### config.mk
export PLATFORM = sky130hd
export DESIGN_NAME = baud_rate_gen
export DESIGN_NICKNAME = d
export VERILOG_FILES = /design/src/rtl/baud_rate_gen.sv
export SDC_FILE = /design/constraint.sdc
export NUM_CORES = 1
export LEC_CHECK = 0
export ABC_AREA = 1
export CAP_MARGIN = 30
export CORE_UTILIZATION = 40
export CTS_CLUSTER_DIAMETER = 120
export CTS_CLUSTER_SIZE = 28
export DETAILED_ROUTE_END_ITERATION = 8
export PLACE_DENSITY_LB_ADDON = 0.12
export SLEW_MARGIN = 10
export SYNTH_ARGS = -nofsm -noshare
export SYNTH_HDL_FRONTEND = slang
export SYNTH_SLANG_ARGS = --single-unit
### constraint.sdc
create_clock -name m_clk -period 5.4 [get_ports m_clk]
set_input_delay 1.08 -clock m_clk [delete_from_list [all_inputs] [get_ports m_clk]]
set_output_delay 1.08 -clock m_clk [all_outputs]
set_load 0.02 [all_outputs]
### src/rtl/baud_rate_gen.sv
// UART baud timing generator: divides m_clk by the 16-bit divisor latch value to
// produce an oversample strobe, and by OVERSAMPLE more to produce the bit strobe.
module baud_rate_gen #(
    parameter int DIV_WIDTH  = 16,
    parameter int OVERSAMPLE = 16,
    localparam int PHASE_W   = $clog2(OVERSAMPLE)
) (
    input  logic               m_clk,
    input  logic               reset,
    input  logic [7:0]         divisor_2,
    input  logic [7:0]         divisor_1,
    input  logic               enable,
    input  logic               restart,
    output logic               baud_tick16,
    output logic               baud_tick,
    output logic [PHASE_W-1:0] tick_phase,
    output logic               running
);

    typedef enum logic [0:0] {
        ST_IDLE = 1'b0,
        ST_RUN  = 1'b1
    } state_t;

    state_t               state_r,  state_s;
    logic [DIV_WIDTH-1:0] cnt_r,    cnt_s;
    logic [DIV_WIDTH-1:0] div_q_r,  div_q_s;
    logic [PHASE_W-1:0]   phase_r,  phase_s;
    logic                 tick16_r, tick16_s;
    logic                 tick_r,   tick_s;
    logic [DIV_WIDTH-1:0] div_in_s;
    logic                 div_zero_s;

    assign div_in_s   = {divisor_2, divisor_1};
    assign div_zero_s = (div_in_s == {DIV_WIDTH{1'b0}});

    // Next-state and strobe decode; RUN rules are evaluated in priority order.
    always_comb begin
        state_s  = state_r;
        cnt_s    = cnt_r;
        div_q_s  = div_q_r;
        phase_s  = phase_r;
        tick16_s = 1'b0;
        tick_s   = 1'b0;
        case (state_r)
            ST_IDLE: begin
                div_q_s = div_in_s;
                phase_s = {PHASE_W{1'b0}};
                if (enable && !div_zero_s) begin
                    state_s = ST_RUN;
                    cnt_s   = div_in_s - {{(DIV_WIDTH-1){1'b0}}, 1'b1};
                end else begin
                    cnt_s   = {DIV_WIDTH{1'b0}};
                end
            end
            ST_RUN: begin
                if (!enable || div_zero_s) begin
                    state_s = ST_IDLE;
                    cnt_s   = {DIV_WIDTH{1'b0}};
                    phase_s = {PHASE_W{1'b0}};
                    div_q_s = div_in_s;
                end else if (restart || (div_in_s != div_q_r)) begin
                    cnt_s   = div_in_s - {{(DIV_WIDTH-1){1'b0}}, 1'b1};
                    phase_s = {PHASE_W{1'b0}};
                    div_q_s = div_in_s;
                end else if (cnt_r == {DIV_WIDTH{1'b0}}) begin
                    // phase is PHASE_W wide, so the increment wraps OVERSAMPLE-1 to 0
                    tick16_s = 1'b1;
                    tick_s   = (phase_r == PHASE_W'(OVERSAMPLE - 1));
                    cnt_s    = div_q_r - {{(DIV_WIDTH-1){1'b0}}, 1'b1};
                    phase_s  = phase_r + {{(PHASE_W-1){1'b0}}, 1'b1};
                end else begin
                    cnt_s    = cnt_r - {{(DIV_WIDTH-1){1'b0}}, 1'b1};
                end
            end
            default: begin
                state_s = ST_IDLE;
                cnt_s   = {DIV_WIDTH{1'b0}};
                phase_s = {PHASE_W{1'b0}};
                div_q_s = {DIV_WIDTH{1'b0}};
            end
        endcase
    end

    // State, counter and registered strobe outputs.
    always_ff @(posedge m_clk or negedge reset) begin
        if (!reset) begin
            state_r  <= ST_IDLE;
            cnt_r    <= {DIV_WIDTH{1'b0}};
            div_q_r  <= {DIV_WIDTH{1'b0}};
            phase_r  <= {PHASE_W{1'b0}};
            tick16_r <= 1'b0;
            tick_r   <= 1'b0;
        end else begin
            state_r  <= state_s;
            cnt_r    <= cnt_s;
            div_q_r  <= div_q_s;
            phase_r  <= phase_s;
            tick16_r <= tick16_s;
            tick_r   <= tick_s;
        end
    end

    assign baud_tick16 = tick16_r;
    assign baud_tick   = tick_r;
    assign tick_phase  = phase_r;
    assign running     = (state_r == ST_RUN);

endmodule
==> impl_metrics.py <==
metrics = {
    "route": {
        "vias": 2586,
        "firstDrtPassIters": 5,
        "antenna_violating_nets_post_route": 0,
        "routedWlPerCell_um": 13.6,
        "drtIter0Drc": 235,
        "routed_wl_mm": 7.25,
        "detail_route.drc_violations": 0,
        "routed_via_density": 4.85,
    },
    "sta": {
        "maxSlewViolCount": 0,
        "fin_worst_skew_ns": 0.0118,
        "hold_viol_final": 0,
        "tns_ns": 0,
        "unrepaired_setup_endpoints_after_global_routing": "no",
        "finalSetupViolations": 0,
        "finalCritPeriodShare_pct": 56.6,
        "timing.slew.headroom_pct": 47.6,
        "max_slew.worst_pin.slew_ns": 0.784,
        "achievable-frequency_mhz": 327,
        "period_minus_slack_ns": 3.05,
    },
    "yosys": {
        "synth-async-reset-ratio_pct": 100,
        "synth-edff-count": 0,
        "synth_cells": 424,
        "synth_top_cells_by_area": "dfrtp_1 (33%), nand2_1 (14%), nor2_1 (6.7%)",
        "synthFlopType": "dfrtp_1",
        "synth.avg_cell_area_um2": 6.98,
        "yosysUniqueCellTypes": 34,
        "synth_top_cell_area_share_pct": 33.0,
        "seq_area_frac_synth_pct": 33.0,
        "netlist_area_um2": 2960,
        "ys_warn_count": 0,
        "synth-seq-cells": 39,
        "synthesis.nets": 448,
        "synth_top_cell_by_area": "dfrtp_1",
        "synth.cells.most_frequent": "nand2_1 (108), nor2_1 (53), inv_1 (51)",
        "synth.most_common_cell": "nand2_1",
    },
    "clock_tree": {
        "number_of_levels_in_the_clock_h_tree": 2,
        "cts_setup_buffers": 0,
        "post_cts.resized_instances": 0,
        "path_clk_slew_ns": 0.07,
        "clkLatencyLatePin_ns": 0.30,
        "cts_hold_buf": 0,
        "cts_tree": "built",
        "clkSinkCount": 39,
        "numCtsBuffers": 5,
        "cts_root_buf": "clkbuf_8",
        "clock_tree.buffer_depth": 2,
    },
    "die": {
        "rows": 31,
        "die_h_um": 88.0,
        "starting_density_pct": 41.1,
        "coreArea_um2": 7210,
        "design.die.area_um2": 7750,
        "ios": 27,
        "die_width_um": 88.0,
    },
    "placement": {
        "place_hpwl_mm": 5.59,
        "dpl-instance-area_um2": 3200,
        "port_buffers": 26,
        "place_congestion": 0.829,
    },
    "global_routing": {
        "global_route.usage.met3_pct": 3.02,
        "antenna_violations_before_repair": 0,
        "grt_busiest_layer": "met2",
        "grt_pass1_vias": 2423,
        "grt-ovfl-total": 0,
        "grt_first_pass_wirelength_mm": 12.1,
        "grt_max_degree": 40,
        "grt_use_met1_pct": 30.8,
        "grt_usage_pct": 21.0,
        "use_met2_pct": 31.5,
    },
    "final_layout": {
        "layout-drive-gt1-share_pct": 11.1,
        "area_grow_syn2layout_pct": 12.7,
        "nNetsFinal": 457,
        "design_area_um2": 3340,
        "nFillCells": 765,
        "register_area_um2": 976,
        "multiInputGateArea_um2": 1620,
        "n_antenna_cell": 0,
    },
    "flow_run": {
        "reported_max_cap_violation_count": 0,
    },
    "power_and_ir_drop": {
        "powerDensity_nw_per_um2": 225,
        "vdd_ir_drop_max_v": 0.000109,
        "power_leakage_uw": 0.00162,
    },
    "setup_path": {
        "crit_type": "input pin to flip-flop",
        "worst_ep_required_time_ns": 5.57,
        "r2r_end": "cnt_r[14]",
        "path_buf_inv": 2,
        "maximum_fanout_count_along_the_critical_path": 17,
        "crit_path_capture_type": "flip-flop",
        "timing.critical_path.from_type": "input pin",
        "reg2reg_setup_slack_ns": 3.02,
        "timing.critical_path.arrival_ns": 3.23,
        "regToRegStartpoint": "cnt_r[0]",
        "path_delay_family": "simple AND/OR/NAND/NOR gates",
        "r2r_cells": 15,
        "worst_path_largest_cell_delay_ns": 0.50,
        "critical_path.most_common_cell": "nand2_1",
        "cpMaxStageDelayCell": "clkdlybuf4s50_1",
        "crit_path_cell_trace": "clkdlybuf4s50_1 -> xor2_1 -> nor3_1 -> nand2_1 -> nor4_2 -> nand2_2 -> inv_2 -> nand2_1 -> nand3_1 -> o21ai_0",
    },
    "min_path": {
        "worst_hold_path_type": "flip-flop to flip-flop",
        "min_from": "tick_phase[0]",
        "hold_path_endpoint": "tick_phase[0]",
        "hold_depth": 1,
    },
    "status": {
        "run_status": "complete, no violations",
    },
}
==> power breakdown <==
group / internal (uW) / switching, uW / total [uW]
clock network: 150 / 107 / 256
logic: 62.8 / 115 / 178
registers: 307 / 11.1 / 318
==> per-layer routing <==
metal  vias to the layer above  routed length [um]  part of all wire [%]
met4                         0                 161                   2.2
met2                        82                3140                    43
met5                         -                   0                     0
met1                      1170                3660                    51
li1                       1320                   -                     -
met3                        14                 281                   3.9
==> placed cells by master, fill, tap and decap left out, drive strengths merged, types with 2 or more instances in the layout <==
cell	count
nor2	63
o21ai	11
nor3	2
xor2	18
nor4	3
nand3b	3
inv	60
clkdlybuf4s50	25
nand4	6
a21oi	15
or2	4
ha	4
buf	2
xnor2	7
clkbuf	6
dfrtp	39
o22ai	5
nand2	117
nand3	40
==> final cells by class <==
| type | instances | area share, % |
|---|---|---|
| Clock buffer | 6 | 2.47 |
| Clock inverter | 2 | 1.05 |
| Inverter | 60 | 6.75 |
| Multi-Input combinational cell | 300 | 48.5 |
| Sequential cell | 39 | 29.2 |
| Tap cell | 99 | 3.71 |
| Timing Repair Buffer | 27 | 8.25 |
==> flip-flops by register name, summed over array words and instances (netlist names) <==
signal       cells
cnt_r           16
div_q_r         16
baud_tick16      1
running          1
tick_phase       4
baud_tick        1
==> how the worst max path moves through the flow <==
| stage | cells past startpoint | from | slack (ns) | to |
|---|---|---|---|---|
| 2_1_floorplan | 11 | divisor_1[1] | 3.01 | cnt_r[10] |
| 3_3_place_gp | 10 | divisor_2[6] | 2.06 | cnt_r[4] |
| 3_5_place_dp | 10 | divisor_2[6] | 2.05 | cnt_r[4] |
| 4_1_cts | 10 | divisor_2[6] | 2.36 | cnt_r[4] |
| 5_1_grt | 10 | divisor_2[6] | 2.11 | cnt_r[4] |
| 6_report | 10 | divisor_2[6] | 2.35 | cnt_r[4] |
==> metrics by stage <==
step | total power (uW) | std cells | utilization [%] | setup slack (ns) | hold WS, ns
floorplan | 451 | 424 | - | 3.01 | 0.540
global placement | 499 | 524 | 44.4 | 2.06 | 0.533
detailed placement | 499 | 524 | 44.4 | 2.05 | 0.537
CTS | 758 | 532 | 46.0 | 2.36 | 0.546
global route | 800 | 533 | 46.3 | 2.11 | 0.595
finish | 752 | 533 | 46.3 | 2.35 | 0.539
==> cell families after synthesis <==
kind of cell | Yosys count | synth area share (%)
flip-flops | 39 | 33.0
AND/OR/NAND/NOR | 238 | 39.2
XOR/XNOR | 25 | 7.39
AO/OA/AOI/OAI | 33 | 6.38
adder cells (fa/ha/maj) | 4 | 1.69
buffers and inverters | 85 | 12.3
No activity file was read; power rests on OpenSTA's default activity.
